**src/rtl/bullet_pool_pkg.sv**
```systemverilog
// Shared constants and types for the bullet pool: direction encoding,
// default screen/spawn geometry and the per-slot state type.
package bullet_pool_pkg;

    // Direction field encoding used by dir_x / dir_y.
    localparam logic [1:0] DIR_POS = 2'b01;
    localparam logic [1:0] DIR_NEG = 2'b10;

    // Default playfield and spawn point.
    localparam int DEF_SCREEN_W = 160;
    localparam int DEF_SCREEN_H = 120;
    localparam int DEF_START_X  = 79;
    localparam int DEF_START_Y  = 59;

    typedef enum logic {
        SLOT_IDLE   = 1'b0,
        SLOT_FLYING = 1'b1
    } slot_state_t;

    // Map a 2-bit direction code to a signed step of -1, 0 or +1.
    function automatic logic signed [1:0] dir_to_delta(input logic [1:0] dir);
        case (dir)
            DIR_POS: return 2'sd1;
            DIR_NEG: return -2'sd1;
            default: return 2'sd0;
        endcase
    endfunction

endpackage

```
**src/rtl/bullet_slot.sv**
```systemverilog
// One bullet slot: IDLE/FLYING state, position, latched direction and the
// screen-bounds check that retires the bullet when it would leave the field.
module bullet_slot
    import bullet_pool_pkg::*;
#(
    parameter int X_W      = 8,
    parameter int Y_W      = 7,
    parameter int SCREEN_W = DEF_SCREEN_W,
    parameter int SCREEN_H = DEF_SCREEN_H,
    parameter int START_X  = DEF_START_X,
    parameter int START_Y  = DEF_START_Y
) (
    input  logic           clk,
    input  logic           reset,
    input  logic           alloc,
    input  logic           tick,
    input  logic           hit,
    input  logic [1:0]     dir_x,
    input  logic [1:0]     dir_y,
    output logic           active,
    output logic [X_W-1:0] x,
    output logic [Y_W-1:0] y
);

    slot_state_t        state, state_nxt;
    logic [X_W-1:0]     x_nxt;
    logic [Y_W-1:0]     y_nxt;
    logic signed [1:0]  dx, dy, dx_nxt, dy_nxt;
    int                 nx, ny;
    logic               out_of_bounds;

    // Register the slot state, position and latched direction.
    always_ff @(posedge clk or posedge reset) begin
        if (reset) begin
            state <= SLOT_IDLE;
            x     <= '0;
            y     <= '0;
            dx    <= '0;
            dy    <= '0;
        end else begin
            // NOTE: non-blocking so every register samples pre-edge values.
            state <= state_nxt;
            x     <= x_nxt;
            y     <= y_nxt;
            dx    <= dx_nxt;
            dy    <= dy_nxt;
        end
    end

    // Next state: allocation spawns, hit retires, tick steps or retires.
    always_comb begin
        // NOTE: defaults first so no path leaves a signal unassigned (no latch).
        state_nxt     = state;
        x_nxt         = x;
        y_nxt         = y;
        dx_nxt        = dx;
        dy_nxt        = dy;
        nx            = int'(x) + int'(dx);
        ny            = int'(y) + int'(dy);
        out_of_bounds = (nx < 0) || (nx >= SCREEN_W) || (ny < 0) || (ny >= SCREEN_H);

        case (state)
            SLOT_IDLE: begin
                if (alloc) begin
                    state_nxt = SLOT_FLYING;
                    x_nxt     = X_W'(START_X);
                    y_nxt     = Y_W'(START_Y);
                    dx_nxt    = dir_to_delta(dir_x);
                    dy_nxt    = dir_to_delta(dir_y);
                    // A stationary bullet makes no sense; default to straight up.
                    if (dir_to_delta(dir_x) == 2'sd0 && dir_to_delta(dir_y) == 2'sd0) begin
                        dy_nxt = -2'sd1;
                    end
                end
            end
            SLOT_FLYING: begin
                if (hit) begin
                    state_nxt = SLOT_IDLE;
                end else if (tick) begin
                    if (out_of_bounds) begin
                        // Leave the position at its last on-screen value.
                        state_nxt = SLOT_IDLE;
                    end else begin
                        x_nxt = X_W'(nx);
                        y_nxt = Y_W'(ny);
                    end
                end
            end
            default: state_nxt = SLOT_IDLE;
        endcase
    end

    assign active = (state == SLOT_FLYING);

endmodule

```
**src/rtl/bullet_pool.sv**
```systemverilog
// Pool of bullet slots with fire cooldown, a free-running movement divider,
// a lowest-index-free allocator and live-count / full flags.
module bullet_pool
    import bullet_pool_pkg::*;
#(
    parameter int NUM_BULLETS   = 8,
    parameter int X_W           = 8,
    parameter int Y_W           = 7,
    parameter int SCREEN_W      = DEF_SCREEN_W,
    parameter int SCREEN_H      = DEF_SCREEN_H,
    parameter int START_X       = DEF_START_X,
    parameter int START_Y       = DEF_START_Y,
    parameter int FIRE_COOLDOWN = 12500000,
    parameter int MOVE_DIV      = 1000000
) (
    input  logic                             clk,
    input  logic                             reset,
    input  logic                             shoot,
    input  logic [1:0]                       dir_x,
    input  logic [1:0]                       dir_y,
    input  logic [NUM_BULLETS-1:0]           hit,
    output logic [NUM_BULLETS-1:0]           active,
    output logic [NUM_BULLETS*X_W-1:0]       bullet_x,
    output logic [NUM_BULLETS*Y_W-1:0]       bullet_y,
    output logic                             fired,
    output logic                             pool_full,
    output logic [$clog2(NUM_BULLETS+1)-1:0] live_count
);

    localparam int CNT_W = $clog2(NUM_BULLETS + 1);
    localparam int CD_W  = (FIRE_COOLDOWN > 0) ? $clog2(FIRE_COOLDOWN + 1) : 1;
    localparam int DIV_W = (MOVE_DIV > 1) ? $clog2(MOVE_DIV) : 1;

    localparam logic [CD_W-1:0]  CD_RELOAD = CD_W'(FIRE_COOLDOWN);
    localparam logic [DIV_W-1:0] DIV_LAST  = DIV_W'(MOVE_DIV - 1);

    logic [CD_W-1:0]        cooldown;
    logic [DIV_W-1:0]       div_cnt;
    logic                   move_tick;
    logic                   shot_ok;
    logic                   alloc_found;
    logic [NUM_BULLETS-1:0] alloc_vec;
    logic [CNT_W-1:0]       live_sum;

    // All decisions use the slot state at the start of the cycle, so a slot
    // freed this cycle only becomes allocatable on the next one.
    assign shot_ok   = shoot && (cooldown == '0) && !pool_full;
    assign move_tick = (div_cnt == DIV_LAST);

    // Cooldown: reload on an accepted shot, otherwise count down to zero.
    always_ff @(posedge clk or posedge reset) begin
        if (reset) begin
            cooldown <= '0;
        end else if (shot_ok) begin
            cooldown <= CD_RELOAD;
        end else if (cooldown != '0) begin
            cooldown <= cooldown - CD_W'(1);
        end
    end

    // Movement divider: free-running, wraps after MOVE_DIV cycles.
    always_ff @(posedge clk or posedge reset) begin
        if (reset) begin
            div_cnt <= '0;
        end else if (move_tick) begin
            div_cnt <= '0;
        end else begin
            div_cnt <= div_cnt + DIV_W'(1);
        end
    end

    // Fired pulse lines up with the cycle the new slot shows active.
    always_ff @(posedge clk or posedge reset) begin
        if (reset) begin
            fired <= 1'b0;
        end else begin
            fired <= shot_ok;
        end
    end

    // Priority allocator: grant the accepted shot to the lowest idle slot.
    always_comb begin
        alloc_vec   = '0;
        alloc_found = 1'b0;
        for (int i = 0; i < NUM_BULLETS; i++) begin
            if (!alloc_found && !active[i]) begin
                alloc_vec[i] = shot_ok;
                alloc_found  = 1'b1;
            end
        end
    end

    // Population count of in-flight slots.
    always_comb begin
        live_sum = '0;
        for (int i = 0; i < NUM_BULLETS; i++) begin
            live_sum = live_sum + CNT_W'(active[i]);
        end
    end

    assign live_count = live_sum;
    assign pool_full  = &active;

    for (genvar g = 0; g < NUM_BULLETS; g++) begin : g_slot
        bullet_slot #(
            .X_W      (X_W),
            .Y_W      (Y_W),
            .SCREEN_W (SCREEN_W),
            .SCREEN_H (SCREEN_H),
            .START_X  (START_X),
            .START_Y  (START_Y)
        ) u_slot (
            .clk    (clk),
            .reset  (reset),
            .alloc  (alloc_vec[g]),
            .tick   (move_tick),
            .hit    (hit[g]),
            .dir_x  (dir_x),
            .dir_y  (dir_y),
            .active (active[g]),
            .x      (bullet_x[g*X_W +: X_W]),
            .y      (bullet_y[g*Y_W +: Y_W])
        );
    end

endmodule

```
**config.mk**
```make
export PLATFORM = sky130hd
export DESIGN_NAME = bullet_pool
export DESIGN_NICKNAME = d
export VERILOG_FILES = /design/src/rtl/bullet_pool_pkg.sv /design/src/rtl/bullet_slot.sv /design/src/rtl/bullet_pool.sv
export SDC_FILE = /design/constraint.sdc
export NUM_CORES = 1
export LEC_CHECK = 0
export BUFFER_PORTS_ARGS = -buffer_cell sky130_fd_sc_hd__buf_4
export CORE_MARGIN = 2
export CORE_UTILIZATION = 40
export DETAILED_ROUTE_END_ITERATION = 10
export HOLD_SLACK_MARGIN = 0.05
export PLACE_DENSITY_LB_ADDON = 0.05
export SKIP_CTS_REPAIR_TIMING = 1
export SLEW_MARGIN = 15
export SYNTH_ARGS = -nofsm -noshare
export SYNTH_HDL_FRONTEND = slang
export SYNTH_SLANG_ARGS = --single-unit
```
**constraint.sdc**
```tcl
create_clock -name clk -period 10.1 [get_ports clk]
set_input_delay 2.02 -clock clk [delete_from_list [all_inputs] [get_ports clk]]
set_output_delay 2.02 -clock clk [all_outputs]
set_load 0.02 [all_outputs]
```
======== After elaboration in Yosys (flattened, before gate mapping) ========
Cells that the tools add are included.
word-level totals
  register bits after elaboration ......... 205
  input port bits ......................... 15
  output and inout port bits .............. 134
cells by class
  add/sub/neg operators ................... 25
  magnitude comparators ................... 32
  eq/ne operators ......................... 37
  muxes and demuxes ....................... 180
  bitwise gates (word level) .............. 8
  reduce and logical (&&, ||, !) cells .... 91
operators with widths
  cell                     number
  $lt A32 B1 Y1 const B    16
  $ge A32 B8 Y1 const B    8
  $ge A32 B9 Y1 const B    8
  $mux W8                  32
  $mux W7                  32
  $pmux W8 S2              8
  $pmux W7 S2              8
  $add A9 B2 Y10           8
  $mux W2                  40
  $add A8 B2 Y9            8
  $mux W24                 2
  $mux W1                  47
  $ne A2 B2 Y1 const B     23
  $logic_not A2 Y1         16
  $reduce_and A4 Y1        8
  $logic_not A24 Y1        1
  $logic_or A1 B1 Y1       24
  $reduce_bool A24 Y1      1
  $sub A24 B1 Y24 const B  1
  $add A20 B1 Y20 const B  1
  $eq A20 B20 Y1 const B   1
  $mux W20                 1
  $ne A2 B1 Y1 const B     9
  $logic_and A1 B1 Y1      17
  13 further kinds         53

======== Logic depth before layout (Yosys ltp) ========
  word-level depth ........................ 26
  mapped depth ............................ 13
  depth with buffers taken out ............ 11

======== Hierarchy ========
From an unflattened synthesis, not the netlist that was laid out.
unflattened totals
  cell total of the unflattened synthesis .. 1789
  area, all modules ....................... 16593.4 um2
modules (own cells, without submodules)
  module                               instances  cells an instance  area an instance (um2)  sequential area each (um2)
  bullet_slot at g_slot[0].u_slot ...  5          191                1749.2                  500.5
  bullet_slot at g_slot[1].u_slot ...  2          188                1719.1                  500.5
  bullet_pool                          1          263                2582.5                  1126.1
  bullet_slot at g_slot[3].u_slot      1          195                1826.8                  500.5

======== Worst setup path after synthesis ========
OpenSTA, ideal clock, no wires.
  kind .................................... reg-to-output
  start ................................... register g_slot[0].u_slot.state
  end ..................................... output live_count[2]
  data arrival time ....................... 2.930 ns
  data required time ...................... 8.080 ns
  setup slack ............................. 5.150 ns
  stages on the path, launching flop included .. 10
  path buffers ............................ 0
  cell sequence ........................... dfrtp_1 fa_1 inv_1 fa_1 fa_1 inv_1 ha_1 inv_1 fa_1 xnor2_1
on the way
  word-level cells in the longest chain between the ends .. 7
RTL lines
  what                        line               RTL
  start, declared             bullet_slot.sv:25  slot_state_t state, state_nxt;
  start signal, assigned      bullet_slot.sv:42  state <= state_nxt;
  $add A1 B1 Y2               bullet_pool.sv:97  live_sum = live_sum + CNT_W'(active[i]);
  $add A2 B1 Y3               bullet_pool.sv:97
  $add A3 B1 Y4               bullet_pool.sv:97
  $add A4 B1 Y4 (4 in a row)  bullet_pool.sv:97
  end, declared               bullet_pool.sv:27  output logic [$clog2(NUM_BULLETS+1)-1:0] live_count
Every way passes these cells.

======== Final worst setup path ========
  start ................................... register g_slot[3].u_slot.state
  end ..................................... output live_count[2]
on the way
  word-level cells in the longest chain between the ends .. 5
RTL lines
  what                        line
  start, declared             bullet_slot.sv:25
  start signal, assigned      bullet_slot.sv:42
  $add A3 B1 Y4               bullet_pool.sv:97
  $add A4 B1 Y4 (4 in a row)  bullet_pool.sv:97
Every way passes these cells.

==> flow_summary.json <==
{
  "worstReg2RegStart": "g_slot[2].u_slot.dx[1]",
  "status": "finished, final reports clean",
  "p_leak_uw": 0.00866,
  "drive_gt1_share_pct": 14.6,
  "wirelength_um": 37200,
  "post-route-util_pct": 47.7,
  "maxSlewHeadroom_pct": 29.0,
  "areaGrowthSynthToFinish_pct": 16.8,
  "synth.distinct_cells": 77,
  "finalInstanceArea_sq_um": 17100,
  "initial_core_util_pct": 40.9,
  "startpoint_type": "flop",
  "syn-num-nets": 1721,
  "whs_ns": 0.468,
  "root_buffer": "clkbuf_16",
  "vias_per_cell": 5.29,
  "synth_top_area_share_pct": 35.1,
  "p_sw_share_pct": 22.7,
  "synth.avg_cell_area_sq_um": 9.48,
  "p_int_uw": 1380,
  "grt_pass1_wl_um": 61100,
  "cts_tree": "built",
  "ys_seq_area_share_pct": 35.1,
  "synth-edff-count": 0,
  "finClkSkew_ns": 0.0153,
  "routedWlPerCell_um": 17.2,
  "chipHeight_um": 195,
  "path_max_fanout": 12,
  "fillers": 3437,
  "first_pass_iters": 4,
  "p_switching_uw": 406,
  "hp-start": "cooldown[4]",
  "placed_area_sq_um": 16200,
  "synth_flop_cell": "dfrtp_1",
  "ys_ff_latch": 205,
  "comb_power_share_pct": 2.6,
  "cts_num_sinks": 205,
  "worstSetupPathType": "reg -> out",
  "place.gp.congestion": 0.818,
  "numPortBuffers": 148,
  "postRouteAntennaNets": 0,
  "io_pins": 149,
  "rsz0062_at_grt": "no",
  "grt_pass1_vias": 11341,
  "synth.area.top_cells": "dfrtp_1 (35%), ha_1 (13%), mux2i_1 (6.0%)",
  "arrival_ns": 3.60,
  "rr_endpoint": "g_slot[2].u_slot.x[5]",
  "antenna_cells": 0,
  "die_area_sq_um": 38100,
  "ys.warnings.count": 0,
  "cts_buffer_depth": 3,
  "total_power_uw": 1790,
  "cts_max_level": 1,
  "grt_util_all_layers_pct": 19.6,
  "finalCritPeriodShare_pct": 55.6,
  "maxCapViolCount": 0,
  "drc": 0,
  "antenna_found_initial": 0,
  "dp_hpwl_um": 26700,
  "drv_slew": 0,
  "core_area_sq_um": 35700,
  "power_density_nw_per_um2": 105,
  "nets": 1867,
  "synthCells": 1540,
  "die_w_um": 195,
  "clk_latency_ns": 0.53,
  "fin_crit_ns": 5.62,
  "fin_setup_tns_ns": 0,
  "min_to": "cooldown[4]",
  "netlist_area_sq_um": 14600,
  "hold_depth": 1,
  "grt.overflow.total": 0,
  "drtIter0Drc": 467,
  "reg2reg_depth": 10,
  "ir_drop_mv": 0.131,
  "cts_buffers": 26,
  "regToRegSetupSlack_ns": 5.92,
  "vias": 11451,
  "min_path_type": "reg -> reg",
  "cp-end-kind": "primary output",
  "grt_start_max_net_pins": 140,
  "hold_viol": 0,
  "max_freq_mhz": 178,
  "clk_pin_slew_ns": 0.06,
  "clockPowerShare_pct": 51.3,
  "worstPathRequired_ns": 8.08,
  "synthArstFlopShare_pct": 100,
  "synth_area_leader_cell": "dfrtp_1",
  "worstMarginPinSlew_ns": 1.06,
  "finalSetupViolCount": 0,
  "pwr-share-seq_pct": 46.2,
  "num_rows": 69
}
## worst max path at each step
stage / startpoint / endpoint / slack [ns] / cells after the start
2_1_floorplan: reset / cooldown[0] / 2.48 / 1
3_3_place_gp: g_slot[0].u_slot.active / live_count[1] / 5.10 / 10
3_5_place_dp: g_slot[0].u_slot.active / live_count[2] / 5.07 / 10
4_1_cts: g_slot[3].u_slot.active / live_count[2] / 4.47 / 10
5_1_grt: g_slot[3].u_slot.active / live_count[2] / 4.33 / 10
6_report: g_slot[3].u_slot.active / live_count[2] / 4.48 / 10
## layout by cell type, fill, tap and decap left out, types with 14 or more instances in the layout
| cell | synthesis | layout |
|---|---|---|
| mux2i_1 | 88 | 88 |
| or2_2 | 14 | 14 |
| buf_4 | 9 | 160 |
| nor2_1 | 129 | 129 |
| a211oi_1 | 22 | 22 |
| o21a_1 | 18 | 18 |
| dfrtp_1 | 205 | 205 |
| nand2_1 | 110 | 110 |
| inv_1 | 100 | 99 |
| a2bb2oi_1 | 15 | 15 |
| nor2b_1 | 30 | 30 |
| xnor2_1 | 59 | 59 |
| fa_1 | 20 | 20 |
| nor3_1 | 30 | 29 |
| nand3_1 | 29 | 29 |
| xor2_1 | 51 | 51 |
| a21o_1 | 26 | 26 |
| mux2_2 | 21 | 21 |
| clkbuf_16 | 0 | 27 |
| or3_1 | 18 | 18 |
| ha_1 | 146 | 146 |
| a21oi_1 | 71 | 71 |
| o21ai_0 | 90 | 90 |
| nand2b_1 | 23 | 23 |
## synth_stat cells, types with 8 or more instances
cell	instances
mux2_2	21
nor2b_1	30
o21ai_0	90
and2_1	9
inv_1	100
a211oi_1	22
xor2_1	51
mux2i_1	88
nand2_1	110
nand3_1	29
fa_1	20
clkbuf_1	26
a2bb2oi_1	15
ha_1	146
o21a_1	18
o31a_1	8
buf_4	9
and3_1	13
o22a_1	9
nor4_1	12
or2_2	14
nor3_1	30
or3_1	18
o21bai_1	13
dfrtp_1	205
a21o_1	26
nand2b_1	23
a21oi_1	71
nor2_1	129
nand4_1	11
xnor2_1	59
## worst max-delay path, stage by stage, from the launching register on
cell and delay (ns):
dfrtp_1 0.52, fa_1 0.54, inv_1 0.05, fa_1 0.49, fa_1 0.40, inv_1 0.06
ha_1 0.17, inv_1 0.06, fa_1 0.37, xnor2_1 0.22, buf_4 0.19
## power groups by stage
stage                     clock (uW)  sequential [uW]  combinational [uW]
final                            917              825                45.6
after global routing             980              825                51.7
after CTS                        945              825                47.0
after detailed placement           0              840                47.0
after global placement             0              840                46.9
after floorplan                    0              838                24.2
## state kept, by name (all words and copies together), names as in the netlist
| signal | flops |
|---|---|
| g_slot.u_slot.active | 8 |
| g_slot.u_slot.dy | 16 |
| g_slot.u_slot.y | 56 |
| cooldown | 24 |
| fired | 1 |
| g_slot.u_slot.x | 64 |
| g_slot.u_slot.dx | 16 |
| div_cnt | 20 |
## cell type report
type | count | area (sq um) | share of cell area (%)
Multi-Input combinational cell | 1191 | 8910 | 52.2
Timing Repair Buffer | 161 | 1230 | 7.20
Clock buffer | 40 | 774 | 4.54
Clock inverter | 5 | 52.6 | 0.308
Sequential cell | 205 | 5130 | 30.1
Tap cell | 461 | 577 | 3.38
Inverter | 101 | 387 | 2.27
## metrics by stage
step	setup slack [ns]	std cells
after floorplan	2.48	1540
after global placement	5.10	2118
after detailed placement	5.07	2118
after CTS	4.47	2163
after global routing	4.33	2164
final	4.48	2164
## metal layers
metal  vias up  part of all wire (%)  global-route usage, %
li1       5807                     -                      -
met1      5436                    50                   28.2
met2       168                    45                   31.6
met3        40                   3.9                   3.06
met4         0                   1.7                   3.56
met5         -                     0                      0
## kinds of logic after synthesis
logic type	Yosys count	share of synthesized area [%]
compound gates	339	15.3
xor+xnor	110	6.60
fa+ha+maj	166	15.2
buf+inv	144	4.03
flops	205	35.1
mux	110	7.75
simple gates	466	16.0
Power figures use the tool's default switching activity.
